`config.mk`:
```
export PLATFORM = sky130hd
export DESIGN_NAME = mux_rr_arbiter_flat
export DESIGN_NICKNAME = d
export VERILOG_FILES = /design/src/rtl/mux_rr_arbiter_if.sv /design/src/rtl/mux_rr_arbiter.sv /design/src/flat_wrapper.sv
export SDC_FILE = /design/constraint.sdc
export NUM_CORES = 1
export LEC_CHECK = 0
export ABC_AREA = 1
export CAP_MARGIN = 20
export CORE_ASPECT_RATIO = 0.6
export CORE_MARGIN = 3
export CORE_UTILIZATION = 49
export DETAILED_ROUTE_END_ITERATION = 12
export MAX_ROUTING_LAYER = met4
export PLACE_DENSITY = 0.85
export REMOVE_ABC_BUFFERS = 1
export SKIP_LAST_GASP = 1
export SYNTH_ARGS = -nofsm -noshare
export SYNTH_HDL_FRONTEND = slang
export SYNTH_SLANG_ARGS = --single-unit
```
`constraint.sdc`:
```
create_clock -name clk -period 5.9 [get_ports clk]
set_input_delay 1.18 -clock clk [delete_from_list [all_inputs] [get_ports clk]]
set_output_delay 1.18 -clock clk [all_outputs]
set_load 0.02 [all_outputs]
```
`src/rtl/mux_rr_arbiter_if.sv`:
```
// Requester-side bundle of the round-robin mux arbiter: per-requester request/data in,
// one-hot grant, mux key and registered muxed data out.
interface mux_rr_arbiter_if #(
  parameter int NREQ = 4,
  parameter int DW   = 8
);
  localparam int SEL_W = $clog2(NREQ);

  // Handshake: a requester raises req[i] and holds it high for its whole transfer;
  // gnt[i] answers one cycle later. Dropping req[i] while granted ends the transfer.
  // out_valid qualifies out_data one cycle behind the grant; there is no backpressure.
  logic [NREQ-1:0]    req;
  logic [NREQ*DW-1:0] data;
  logic [NREQ-1:0]    gnt;
  logic [SEL_W-1:0]   sel;
  logic               out_valid;
  logic [DW-1:0]      out_data;

  modport master (output req, data, input gnt, sel, out_valid, out_data);
  modport slave  (input req, data, output gnt, sel, out_valid, out_data);
endinterface

```
`src/rtl/mux_rr_arbiter.sv`:
```
// Round-robin arbiter sharing one key-selected N:1 data mux among NREQ requesters,
// with a bounded hold time and a registered muxed output.
module mux_rr_arbiter #(
  parameter int NREQ     = 4,
  parameter int DW       = 8,
  parameter int MAX_HOLD = 8,
  localparam int SEL_W   = $clog2(NREQ),
  localparam int CNT_W   = $clog2(MAX_HOLD + 1)
) (
  input  logic             clk,
  input  logic             rst_n,
  mux_rr_arbiter_if.slave  bus,
  output logic             state_dbg,
  output logic [CNT_W-1:0] cnt_dbg
);

  typedef enum logic {IDLE, GRANT} state_t;

  state_t           state;
  logic [SEL_W-1:0] ptr;
  logic [CNT_W-1:0] cnt;

  logic [NREQ-1:0]  mask;
  logic [SEL_W-1:0] start;
  logic [SEL_W-1:0] cand;
  logic [SEL_W-1:0] idx;
  logic             found;
  logic             release_g;
  logic             timeout_g;

  // In GRANT the current holder is masked and the search starts just past it,
  // so release and timeout both hand over to the next requester in ring order.
  always_comb begin
    mask  = bus.req;
    start = ptr;
    if (state == GRANT) begin
      mask[bus.sel] = 1'b0;
      start         = bus.sel + SEL_W'(1);
    end
    found = 1'b0;
    idx   = '0;
    cand  = '0;
    for (int k = 0; k < NREQ; k++) begin
      cand = start + SEL_W'(k);
      if (!found && mask[cand]) begin
        found = 1'b1;
        idx   = cand;
      end
    end
  end

  assign release_g = !bus.req[bus.sel];
  assign timeout_g = bus.req[bus.sel] && (cnt == CNT_W'(MAX_HOLD)) && found;

  always_ff @(posedge clk or negedge rst_n) begin
    if (!rst_n) begin
      state         <= IDLE;
      bus.gnt       <= '0;
      bus.sel       <= '0;
      bus.out_valid <= 1'b0;
      bus.out_data  <= '0;
      ptr           <= '0;
      cnt           <= '0;
    end else begin
      case (state)
        IDLE: begin
          if (found) begin
            bus.gnt <= NREQ'(1) << idx;
            bus.sel <= idx;
            cnt     <= CNT_W'(1);
            state   <= GRANT;
          end
        end
        GRANT: begin
          if (release_g || timeout_g) begin
            ptr <= bus.sel + SEL_W'(1);
            if (found) begin
              bus.gnt <= NREQ'(1) << idx;
              bus.sel <= idx;
              cnt     <= CNT_W'(1);
            end else begin
              bus.gnt <= '0;
              cnt     <= '0;
              state   <= IDLE;
            end
          end else if (cnt != CNT_W'(MAX_HOLD)) begin
            // Saturating count: a lone holder is never preempted.
            cnt <= cnt + CNT_W'(1);
          end
        end
        default: state <= IDLE;
      endcase

      if (state == GRANT && bus.req[bus.sel]) begin
        bus.out_valid <= 1'b1;
        bus.out_data  <= bus.data[bus.sel*DW +: DW];
      end else begin
        bus.out_valid <= 1'b0;
      end
    end
  end

  assign state_dbg = (state == GRANT);
  assign cnt_dbg   = cnt;

endmodule

```
`src/flat_wrapper.sv`:
```
// flat-port wrapper written by rule: the top's interface ports become plain ports
module mux_rr_arbiter_flat 
#(
  parameter int NREQ     = 4,
  parameter int DW       = 8,
  parameter int MAX_HOLD = 8,
  localparam int SEL_W   = $clog2(NREQ),
  localparam int CNT_W   = $clog2(MAX_HOLD + 1)
)
  (clk, rst_n, state_dbg, cnt_dbg, bus_req, bus_data, bus_gnt, bus_sel, bus_out_valid, bus_out_data);
  mux_rr_arbiter_if #(.NREQ(NREQ), .DW(DW)) bus_i ();
  input  logic clk;
  input  logic rst_n;
  output logic state_dbg;
  output logic [CNT_W-1:0] cnt_dbg;
  input wire logic [$bits(bus_i.req)-1:0] bus_req;
  input wire logic [$bits(bus_i.data)-1:0] bus_data;
  output wire logic [$bits(bus_i.gnt)-1:0] bus_gnt;
  output wire logic [$bits(bus_i.sel)-1:0] bus_sel;
  output wire logic [$bits(bus_i.out_valid)-1:0] bus_out_valid;
  output wire logic [$bits(bus_i.out_data)-1:0] bus_out_data;
  assign bus_i.req = bus_req;
  assign bus_i.data = bus_data;
  assign bus_gnt = bus_i.gnt;
  assign bus_sel = bus_i.sel;
  assign bus_out_valid = bus_i.out_valid;
  assign bus_out_data = bus_i.out_data;
  mux_rr_arbiter #(.NREQ(NREQ), .DW(DW), .MAX_HOLD(MAX_HOLD)) u_core (.clk(clk), .rst_n(rst_n), .bus(bus_i), .state_dbg(state_dbg), .cnt_dbg(cnt_dbg));
endmodule
```
Yosys cells after proc, flatten, opt, wreduce, memory -nomap -nowiden:

Cells that the tools add are included.

* register bits after elaboration: 22
* latch bits: 0
* memory bits (writable): 0
* bits in read-only memories: 0
* output and inout bits: 20
* logic and storage cells: 81
* memories: 0

* add/subtract/negate cells: 5
* multiply operators: 0
* div/mod/pow operators: 0
* order comparisons: 6
* eq/ne operators: 5
* shift-type cells: 2
* multiplexer cells: 38
* bitwise logic cells: 3
* reductions and logical operators: 15

Operators by type and width (number)
* $shiftx 32x6->8: 1
* $mux 4: 7
* $pmux 4 s2: 2
* $lt 2x3->1 const B: 5
* $mux 1: 14
* $mux 2: 7
* $bmux 1 s2: 5
* $logic_and 1x1->1: 7
* $reduce_and 2->1: 3
* $add 2x1->2 const B: 2
* $add 2x2->2 const B: 2
* $add 4x1->4 const B: 1
* $and 4x4->4: 1
* $eq 4x4->1 const B: 1
* $logic_not 1->1: 4
* $ne 4x4->1 const B: 1
* $not 4->4: 1
* $pmux 2 s2: 1
* $shl 1x2->4 const A: 1
* $ne 3x3->1 const B: 1
* $demux 1 s2: 1
* $ge 2x1->1 const B: 1
* $ne 2x1->1 const B: 1
* $ne 2x2->1 const B: 1
* 3 further kinds: 3

Logic depth before layout (Yosys ltp):

Gate-level depths: netlist (run 1).

* depth after elaboration: 23
* mapped depth: 18

Least setup slack after synthesis (run 1):

OpenSTA, ideal clock, no wires.

* path type: register to register
* start point: reg u_core.bus.sel[0]
* end point: reg u_core.cnt[2], in the netlist u_core.cnt_dbg[2]
* library setup time: 0.117 ns
* arrival: 2.348 ns
* data required time: 5.783 ns
* slack: 3.435 ns
* cell stages (with the launch flop): 17
* cells stage by stage: dfrtp_1 > inv_2 > clkbuf_1 > ha_1 > inv_1 > nand2_1 > nand2_2 > nand2_1 > nand2_2 > nand2_1 > nand2_2 > nand3_4 > nand2_1 > buf_4 > nand3_1 > nand2_1 > nand2_1

* word-level cells in the longest chain between the ends: 23
* elaborated cells on any way between the ends: 42
* classes of those cells: add/sub: 4; order compare: 2; eq/ne: 2; mux: 20; bitwise: 2; reduce/logical: 12

Ends and longest elaborated chain
* from (decl): RTL line mux_rr_arbiter_if.sv:20 `modport slave (input req, data, output gnt, sel, out_valid, out_data);`
* from (signal assigned): RTL line mux_rr_arbiter.sv:69 `bus.sel <= idx;`
* from (signal assigned): RTL line mux_rr_arbiter.sv:79 `bus.sel <= idx;`
* $lt 2x3->1 (not written as such) or $ge 2x1->1 (tied branches): RTL line mux_rr_arbiter.sv:37 `mask[bus.sel] = 1'b0;`
* $logic_and 1x1->1 (not written as such): RTL line mux_rr_arbiter.sv:37
* $mux 1 (not written as such): RTL line mux_rr_arbiter.sv:37
* $demux 1 s2
* $not 4->4 (no line)
* $and 4x4->4 (no line)
* $mux 4: RTL line mux_rr_arbiter.sv:36 `if (state == GRANT) begin`
* $bmux 1 s2: RTL line mux_rr_arbiter.sv:45 `if (!found && mask[cand]) begin`
* [... 7 more ...]
* $mux 1: RTL line mux_rr_arbiter.sv:45
* $logic_not 1->1: RTL line mux_rr_arbiter.sv:45
* $logic_and 1x1->1: RTL line mux_rr_arbiter.sv:45
* $mux 1: RTL line mux_rr_arbiter.sv:45
* $logic_and 1x1->1: RTL line mux_rr_arbiter.sv:53 `assign timeout_g = bus.req[bus.sel] && (cnt == CNT_W'(MAX_HOLD)) && found;`
* $logic_or 1x1->1: RTL line mux_rr_arbiter.sv:75 `if (release_g || timeout_g) begin`
* $mux 4 or $ne 3x3->1 (tied branches)
* $pmux 4 s2 or $reduce_and 2->1 (tied branches)
* to (signal assigned): RTL line mux_rr_arbiter.sv:88 `cnt <= cnt + CNT_W'(1);`
* to (decl): RTL line mux_rr_arbiter.sv:21 `logic [CNT_W-1:0] cnt;`

Parallel ways exist; a longest one is shown, timed or not. The select of a mux whose other input is x is not followed.
A chain may end at the register's enable or synchronous reset.

Final worst setup path (run 1):

* start point: reg u_core.state, in the netlist u_core.state_dbg
* end point: out state_dbg

RTL lines
* from (decl): RTL line mux_rr_arbiter.sv:19 `state_t state;`
* from (signal assigned): RTL line mux_rr_arbiter.sv:57 `state <= IDLE;`
* from (signal assigned): RTL line mux_rr_arbiter.sv:71 `state <= GRANT;`
* from (signal assigned): RTL line mux_rr_arbiter.sv:84 `state <= IDLE;`
* to (decl): RTL line flat_wrapper.sv:14 `output logic state_dbg;`

No word-level cell between the ends.

==> impl_table.tex, run 1 <==
\begin{tabular}{lr}
\hline
Metric & Value \\
\hline
\multicolumn{2}{l}{\textbf{Place}} \\
\quad Final weighted congestion in routability-driven placement & 0.9633 \\
\quad DP HPWL & 3497 µm \\
\quad Placed Cells incl. Taps & 340 \\
\quad Count of buffers inserted at the top-level ports & 57 \\
\multicolumn{2}{l}{\textbf{Synthesis}} \\
\quad Main synth FF type & sky130\_fd\_sc\_hd\_\_dfrtp\_1 \\
\quad Total number of yosys warnings & 0 \\
\quad Area of the mapped netlist & 1674 µm² \\
\quad Ys async rst share & 100.0\% \\
\quad Number of distinct library cells after synthesis & 24 \\
\quad Number of flip-flops and latches in the synthesized netlist & 22 \\
\quad Most numerous cell in the Yosys netlist & sky130\_fd\_sc\_hd\_\_nand2\_1 \\
\quad Sequential cell area fraction in the yosys report & 32.88\% \\
\quad Cell count after synthesis & 248 \\
\quad Yosys top cell by area & sky130\_fd\_sc\_hd\_\_dfrtp\_1 \\
\quad Number of enable-type register cells in the synthesized netlist & 0 \\
\quad Average footprint of a synthesized cell & 6.750 µm² \\
\quad Share of Yosys cell area claimed by the top area cell type & 32.88\% \\
\quad Dominant cells by area after synthesis & sky130\_fd\_sc\_hd\_\_dfrtp\_1 33\%, sky130\_fd\_sc\_hd\_\_nand2\_1 21\%, sky130\_fd\_sc\_hd\_\_o21ai\_0 6.9\%, sky130\_fd\_sc\_hd\_\_ha\_1 4.5\%, sky130\_fd\_sc\_hd\_\_nor2\_1 4.3\% \\
\quad Most frequent cells after synthesis & 92 x sky130\_fd\_sc\_hd\_\_nand2\_1, 23 x sky130\_fd\_sc\_hd\_\_o21ai\_0, 22 x sky130\_fd\_sc\_hd\_\_dfrtp\_1 \\
\multicolumn{2}{l}{\textbf{Clock tree}} \\
\quad TritonCTS clock tree & yes \\
\quad Clock Sink Count & 22 \\
\quad H-Tree Level Count & 1 \\
\quad Buffers inserted by post-CTS timing repair & 0 \\
\quad Num CTS Buffers & 3 \\
\quad Buffers from clock root to sink, at most & 2 \\
\quad Clock root buffer & sky130\_fd\_sc\_hd\_\_clkbuf\_8 \\
\quad Number of buffers added to fix hold violations after cts & 0 \\
\quad Worst skew pair latency & 0.26 ns \\
\quad Post-CTS sizing & 0 \\
\quad Clock edge transition at the registers on the reported setup and hold paths & 0.08 ns \\
\multicolumn{2}{l}{\textbf{Final layout}} \\
\quad Post-layout util & 76.07\% \\
\quad Share of post-route cells with drive strength above 1 & 7.616\% \\
\quad Diodes inserted & 0 \\
\quad Area grow syn2layout & 39.01\% \\
\quad Post-layout instance count excluding filler cells & 344 \\
\quad Count of nets after finishing & 347 \\
\quad Fill count & 238 \\
\multicolumn{2}{l}{\textbf{STA}} \\
\quad Shortest period the worst path allows & 2.930 ns \\
\quad Final Hold Fails & 0 \\
\quad Slew Limit Headroom & 35.47\% \\
\quad Transition time of the tightest slew-check pin & 0.9649 ns \\
\quad RSZ-0062 raised after global routing & false \\
\quad Period utilization & 49.66\% \\
\quad Post-route clock skew & 0.002381 ns \\
\quad Fmax & 341.3 MHz \\
\quad Final-layout setup total negative slack & 0 ns \\
\quad Setup-failing EPs final & 0 \\
\quad Max-slew violation total from the final report & 0 \\
\multicolumn{2}{l}{\textbf{Critical path}} \\
\quad Number of buffer and inverter instances along the worst setup path & 1 \\
\quad Required time of the critical path & 4.72 ns \\
\quad Launching point of the worst reg2reg path & u\_core.bus.sel[1] \\
\quad Startpoint-to-endpoint class of the critical path & reg -> out \\
\quad Slowest stage cell, crit path & sky130\_fd\_sc\_hd\_\_dfrtp\_1 \\
\quad Data arrival time of the critical path & 1.75 ns \\
\quad Kind of cell adding the most delay to the critical path & flip-flops \\
\quad Worst-case register-to-register setup slack & 3.05 ns \\
\quad CP max FO & 13 \\
\quad Ordered list of cells on the worst path & clkdlybuf4s50\_1 \\
\quad Type of origin of the critical path & flop \\
\quad Delay of the slowest cell on the worst path & 0.76 ns \\
\quad Critical path origin & u\_core.state\_dbg \\
\quad CP endpoint kind & output pin \\
\multicolumn{2}{l}{\textbf{Die}} \\
\quad Width of the die & 81.46 µm \\
\quad Number of top-level pins & 58 \\
\quad Placeable core region & 3059 µm² \\
\quad Standard-cell rows & 15 \\
\quad Die H & 51.28 µm \\
\quad Effective utilization at floorplan & 54.72\% \\
\quad Area enclosed by the die boundary & 4177 µm² \\
\multicolumn{2}{l}{\textbf{GRT}} \\
\quad Wire length of the first global-routing pass & 7741 µm \\
\quad Via count of the first global-routing pass & 1,637 \\
\quad Pin count of the biggest net entering global routing & 27 \\
\quad Remaining global-route overflow & 0 \\
\quad Gr usage total & 24.49\% \\
\quad Number of antenna violations at the first check in global routing & 0 \\
\multicolumn{2}{l}{\textbf{Detailed routing}} \\
\quad DRT antenna net count & 0 \\
\quad Overall routed net length & 4681 µm \\
\quad Via density per instance & 5.346 \\
\quad Wire length on met2 & 1954 µm \\
\quad Total via count in the routed design & 1,839 \\
\quad Initial DRC count & 114 \\
\quad Routed metal-1 wire length & 2290 µm \\
\quad Met3 layer wire length in the routed design & 409 µm \\
\quad Top Layer Used & met4 \\
\quad Detail-routed net length per standard cell & 13.61 µm \\
\quad \# DRC & 0 \\
\quad First-pass iteration count of the detailed router & 5 \\
\multicolumn{2}{l}{\textbf{Hold path}} \\
\quad Worst min path class & reg -> reg \\
\quad Launch instance of the worst min-delay path & u\_core.bus.out\_data[3] \\
\multicolumn{2}{l}{\textbf{Pwr}} \\
\quad LEAKAGE & 1.128 nW \\
\quad Worst voltage drop across the vdd grid & 0.4149 mV \\
\quad Power density over cell area & 668.5 nW/µm² \\
\multicolumn{2}{l}{\textbf{Run status}} \\
\quad Result of the run & completed \\
\multicolumn{2}{l}{\textbf{Flow run}} \\
\quad \# Max-Cap Violations & 0 \\
\hline
\end{tabular}
routing by layer:
metal	GRT usage, %	vias to the layer above
met1	35.82	821
met4	4.213	0
li1	-	918
met3	4.225	2
met2	35.81	98
met5	-	-
layout by cell type, fill, tap and decap left out:
master / Yosys / final
sky130_fd_sc_hd__clkbuf_8: 0 / 3
sky130_fd_sc_hd__nand3_4: 1 / 1
sky130_fd_sc_hd__nand3_1: 14 / 14
sky130_fd_sc_hd__nand4_1: 10 / 10
sky130_fd_sc_hd__ha_1: 6 / 6
sky130_fd_sc_hd__inv_2: 2 / 2
sky130_fd_sc_hd__o22ai_1: 8 / 8
sky130_fd_sc_hd__nand2_2: 7 / 7
sky130_fd_sc_hd__clkdlybuf4s50_1: 0 / 57
sky130_fd_sc_hd__nor2_4: 1 / 1
sky130_fd_sc_hd__nand2_1: 92 / 92
sky130_fd_sc_hd__o21ai_0: 23 / 23
sky130_fd_sc_hd__nor2_1: 19 / 19
sky130_fd_sc_hd__o21ai_1: 2 / 2
sky130_fd_sc_hd__nor3_1: 2 / 2
sky130_fd_sc_hd__xor2_1: 1 / 1
sky130_fd_sc_hd__dfrtp_1: 22 / 22
sky130_fd_sc_hd__xnor2_1: 1 / 1
sky130_fd_sc_hd__nand2_4: 5 / 5
sky130_fd_sc_hd__buf_4: 1 / 1
sky130_fd_sc_hd__a21oi_1: 5 / 5
sky130_fd_sc_hd__inv_1: 17 / 17
sky130_fd_sc_hd__nor2_2: 1 / 1
sky130_fd_sc_hd__o21ai_4: 1 / 1
sky130_fd_sc_hd__bufinv_16: 0 / 1
report_power, final:
part	total (W)	switching [W]	internal [W]
Sequential	0.000296	0.0000707	0.000225
Clock	0.000141	0.0000502	0.0000906
Combinational	0.00112	0.000727	0.000392
kinds of logic (layout without fill, tap and decap cells):
logic type	count (synthesis)	count (layout)	share of synthesized area, %
AOI/OAI and AO/OA	39	39	12.93
DFF	22	22	32.89
and+or+nand+nor	152	152	41.48
adders and majority gates	6	6	4.484
xor gates and xnor gates	2	2	1.047
buffers and inverters	27	81	7.175
through the flow:
step / hold WS, ns / setup slack (ns) / area (µm²) / total power, W
2_1_floorplan: 0.4805 / 3.199 / 1625 / 0.001062
3_3_place_gp: 0.4558 / 2.980 / 2256 / 0.001370
3_5_place_dp: 0.4581 / 2.918 / 2256 / 0.001399
4_1_cts: 0.4783 / 2.976 / 2327 / 0.001547
5_1_grt: 0.4875 / 2.788 / 2327 / 0.001697
6_report: 0.4769 / 2.970 / 2327 / 0.001556
cell type report:
type	count	area (µm²)	area share, %
Inverter	19	71.32	3.065
Clock buffer	3	41.29	1.774
Multi-Input combinational cell	199	1003	43.12
Sequential cell	22	550.5	23.66
Tap cell	42	52.55	2.258
Clock inverter	1	30.03	1.290
Timing Repair Buffer	58	578.1	24.84
path summary, 6_finish.rpt:
path	endpoint	cells past startpoint
setup / recovery	state_dbg	1
hold / removal	u_core.bus.out_data[3]	2
setup reg to reg	u_core.bus.sel[1]	14
hold reg to reg	u_core.bus.out_data[3]	2
max in group asynchronous	u_core.cnt_dbg[0]	1
min in group asynchronous	u_core.cnt_dbg[2]	1
flip-flops by register name, summed over array words and instances (netlist names):
signal	flops
u_core.bus.out_data	8
u_core.cnt_dbg	4
u_core.ptr	2
u_core.bus.gnt	4
u_core.bus.sel	2
u_core.bus.out_valid	1
u_core.state_dbg	1
Power figures use the tool's default switching activity.
==> inputs of run 2 (changes only) <==
--- a/config.mk
+++ b/config.mk
@@ -9,10 +9,10 @@
 export CAP_MARGIN = 20
 export CORE_ASPECT_RATIO = 0.6
 export CORE_MARGIN = 3
-export CORE_UTILIZATION = 49
+export CORE_UTILIZATION = 45
 export DETAILED_ROUTE_END_ITERATION = 12
 export MAX_ROUTING_LAYER = met4
-export PLACE_DENSITY = 0.85
+export PLACE_DENSITY = 0.79
 export REMOVE_ABC_BUFFERS = 1
 export SKIP_LAST_GASP = 1
 export SYNTH_ARGS = -nofsm -noshare
==> constraint.sdc (replaced) <==
create_clock -name clk -period 2.8 [get_ports clk]
set_input_delay 0.56 -clock clk [delete_from_list [all_inputs] [get_ports clk]]
set_output_delay 0.56 -clock clk [all_outputs]
set_load 0.02 [all_outputs]
==> impl_table.tex, run 2 (synthesis gave the netlist of run 1 again) <==
\begin{tabular}{lr}
\hline
Metric & Value \\
\hline
\multicolumn{2}{l}{\textbf{Run status}} \\
\quad Result of the run & completed \\
\multicolumn{2}{l}{\textbf{GRT}} \\
\quad Gr usage total & 23.39\% (-1.1 points) \\
\quad Remaining global-route overflow & 0 (unchanged) \\
\quad Wire length of the first global-routing pass & 7955 µm (+2.8\%) \\
\quad Pin count of the biggest net entering global routing & 26 (-3.7\%) \\
\quad Via count of the first global-routing pass & 1,705 (+4.2\%) \\
\quad Number of antenna violations at the first check in global routing & 0 (unchanged) \\
\multicolumn{2}{l}{\textbf{Critical path}} \\
\quad Delay of the slowest cell on the worst path & 0.38 ns (-0.38 ns) \\
\quad CP max FO & 11 (-2) \\
\quad Startpoint-to-endpoint class of the critical path & reg -> reg \\
\quad Number of cells on the critical path & 14 (+13) \\
\quad Critical path origin & u\_core.bus.sel[1] \\
\quad Kind of cell adding the most delay to the critical path & simple AND/OR/NAND/NOR gates \\
\quad Ordered list of cells on the worst path & inv\_1, ha\_1, inv\_1, nand2\_1, nand2\_2, nand2\_1, nand2\_2, nand2\_1, nand2\_2, nand3\_4, nand2\_1, nand2\_1, nand2\_1, o21ai\_0 \\
\quad Endpoint of the most critical setup path & u\_core.bus.sel[1] \\
\quad Type of origin of the critical path & flop \\
\quad Worst-case register-to-register setup slack & 0.47 ns (-2.58 ns) \\
\quad Most used cell along the critical path & sky130\_fd\_sc\_hd\_\_nand2\_1 \\
\quad Number of buffer and inverter instances along the worst setup path & 2 (+1) \\
\quad Number of cells traversed by the worst register-to-register path & 14 (unchanged) \\
\quad Launching point of the worst reg2reg path & u\_core.bus.sel[1] \\
\quad Data arrival time of the critical path & 2.49 ns (+0.74 ns) \\
\quad Slowest stage cell, crit path & sky130\_fd\_sc\_hd\_\_dfrtp\_1 \\
\quad CP endpoint kind & flop \\
\quad Required time of the critical path & 2.95 ns (-1.77 ns) \\
\quad Worst R2R End & u\_core.bus.sel[1] \\
\multicolumn{2}{l}{\textbf{Clock tree}} \\
\quad H-Tree Level Count & 1 (unchanged) \\
\quad Clock edge transition at the registers on the reported setup and hold paths & 0.08 ns (about the same) \\
\quad Worst skew pair latency & 0.27 ns (about the same) \\
\quad Post-CTS sizing & 0 (unchanged) \\
\quad Buffers from clock root to sink, at most & 2 (unchanged) \\
\quad Clock Sink Count & 22 (unchanged) \\
\quad Num CTS Buffers & 3 (unchanged) \\
\quad TritonCTS clock tree & yes \\
\quad Clock root buffer & sky130\_fd\_sc\_hd\_\_clkbuf\_8 \\
\quad Buffers inserted by post-CTS timing repair & 0 (unchanged) \\
\quad Number of buffers added to fix hold violations after cts & 0 (unchanged) \\
\multicolumn{2}{l}{\textbf{Die}} \\
\quad Width of the die & 84.74 µm (+4.0\%) \\
\quad Die H & 53.25 µm (+3.8\%) \\
\quad Number of top-level pins & 58 (unchanged) \\
\quad Effective utilization at floorplan & 49.19\% (-5.5 points) \\
\quad Placeable core region & 3403 µm² (+11\%) \\
\quad Area enclosed by the die boundary & 4512 µm² (+8.0\%) \\
\quad Standard-cell rows & 16 (+1) \\
\multicolumn{2}{l}{\textbf{Detailed routing}} \\
\quad Overall routed net length & 4723 µm (+0.90\%) \\
\quad Detail-routed net length per standard cell & 13.38 µm (-1.7\%) \\
\quad Initial DRC count & 111 (-2.6\%) \\
\quad \# DRC & 0 (unchanged) \\
\quad First-pass iteration count of the detailed router & 4 (-1) \\
\quad Via density per instance & 5.142 (-3.8\%) \\
\quad DRT antenna net count & 0 (unchanged) \\
\quad Total via count in the routed design & 1,815 (-1.3\%) \\
\multicolumn{2}{l}{\textbf{STA}} \\
\quad Period utilization & 83.38\% \\
\quad Final-layout setup total negative slack & 0 ns (unchanged) \\
\quad Final hold slack & 0.4752 ns (-0.001697 ns) \\
\quad Max-slew violation total from the final report & 0 (unchanged) \\
\quad Fmax & 428.3 MHz \\
\quad RSZ-0062 raised after global routing & false \\
\quad Shortest period the worst path allows & 2.335 ns \\
\quad Setup-failing EPs final & 0 (unchanged) \\
\quad Slew Limit Headroom & 77.78\% (+42 points) \\
\quad Final critical-path setup slack & 0.4654 ns (-2.504 ns) \\
\quad Post-route clock skew & 0.005742 ns (+0.003362 ns) \\
\quad Final Hold Fails & 0 (unchanged) \\
\quad Transition time of the tightest slew-check pin & 0.3325 ns (-0.6324 ns) \\
\multicolumn{2}{l}{\textbf{Place}} \\
\quad Placed Instance Area & 2305 µm² (+2.2\%) \\
\quad Count of buffers inserted at the top-level ports & 57 (unchanged) \\
\quad Worst-case setup slack after placement & 0.4227 ns (-2.495 ns) \\
\quad DP HPWL & 3652 µm (+4.4\%) \\
\quad Final weighted congestion in routability-driven placement & 0.9960 (+3.4\%) \\
\multicolumn{2}{l}{\textbf{Final layout}} \\
\quad Post-layout util & 69.82\% (-6.3 points) \\
\quad Most common cell after layout, fill and taps aside & sky130\_fd\_sc\_hd\_\_nand2\_1 \\
\quad Diodes inserted & 0 (unchanged) \\
\quad Share of post-route cells with drive strength above 1 & 9.416\% (+1.8 points) \\
\quad Area grow syn2layout & 41.93\% \\
\quad Commonest non-fill, non-tap cells in the layout & 92 x sky130\_fd\_sc\_hd\_\_nand2\_1, 57 x sky130\_fd\_sc\_hd\_\_clkdlybuf4s50\_1, 23 x sky130\_fd\_sc\_hd\_\_o21ai\_0, 22 x sky130\_fd\_sc\_hd\_\_dfrtp\_1, 19 x sky130\_fd\_sc\_hd\_\_nor2\_1 \\
\quad Count of nets after finishing & 353 (+1.7\%) \\
\quad Post-layout instance area & 2376 µm² (+2.1\%) \\
\quad Max FFs per register & 8 (unchanged) \\
\quad Largest Register & u\_core.bus.out\_data \\
\multicolumn{2}{l}{\textbf{Flow run}} \\
\quad \# Max-Cap Violations & 0 (unchanged) \\
\multicolumn{2}{l}{\textbf{Pwr}} \\
\quad Worst voltage drop across the vdd grid & 0.8640 mV (+110\%) \\
\quad LEAKAGE & 1.156 nW (+2.5\%) \\
\quad Power density over cell area & 1403 nW/µm² (+110\%) \\
\multicolumn{2}{l}{\textbf{Hold path}} \\
\quad Worst min path class & reg -> reg \\
\hline
\end{tabular}
[run 2: worst min path at each step]
stage                                       from                      to  slack, ns  depth (start not counted)
after floorplan                            rst_n       u_core.bus.gnt[0]       0.26                          0
after global placement    u_core.bus.out_data[0]  u_core.bus.out_data[0]       0.45                          2
after detailed placement  u_core.bus.out_data[3]  u_core.bus.out_data[3]       0.46                          2
after CTS                 u_core.bus.out_data[3]  u_core.bus.out_data[3]       0.48                          2
after global routing      u_core.bus.out_data[7]  u_core.bus.out_data[7]       0.51                          2
final                     u_core.bus.out_data[3]  u_core.bus.out_data[3]       0.48                          2
[run 2: stage by stage]
step                total power, W  std cells
finish                    0.003335        353
global route              0.003651        353
CTS                       0.003327        353
detailed placement        0.003015        349
global placement          0.002961        349
floorplan                 0.002237        240
[run 2: worst min-delay path, delay by kind of cell (launching register included)]
kind	cells	cell delay, ns
flip-flops	1	0.35
AND/OR/NAND/NOR	2	0.09
[run 2: layout make-up]
class	count	area, µm²
Fill cell	312	1027
Inverter	19	71.32
Clock buffer	3	41.29
Tap cell	45	56.30
Sequential cell	22	550.5
Multi-Input combinational cell	199	1003
Timing Repair Buffer	64	623.1
Clock inverter	1	30.03
[run 2: report_power, final]
part / switching (W) / internal (W) / leakage, nW / total, W
sequential: 0.000107 / 0.000475 / 0.271 / 0.000582
clock: 0.000109 / 0.000191 / 0.0357 / 0.000300
combinational: 0.00158 / 0.000875 / 0.849 / 0.00245
total: 0.00179 / 0.00154 / 1.16 / 0.00333
[run 2: layer usage]
metal / up-vias / track usage (%) / part of all wire (%)
li1: 929 / - / -
met1: 812 / 33.81 / 51
met2: 69 / 32.86 / 39
met3: 5 / 4.977 / 8.9
met4: 0 / 6.579 / 0.89
met5: - / - / 0
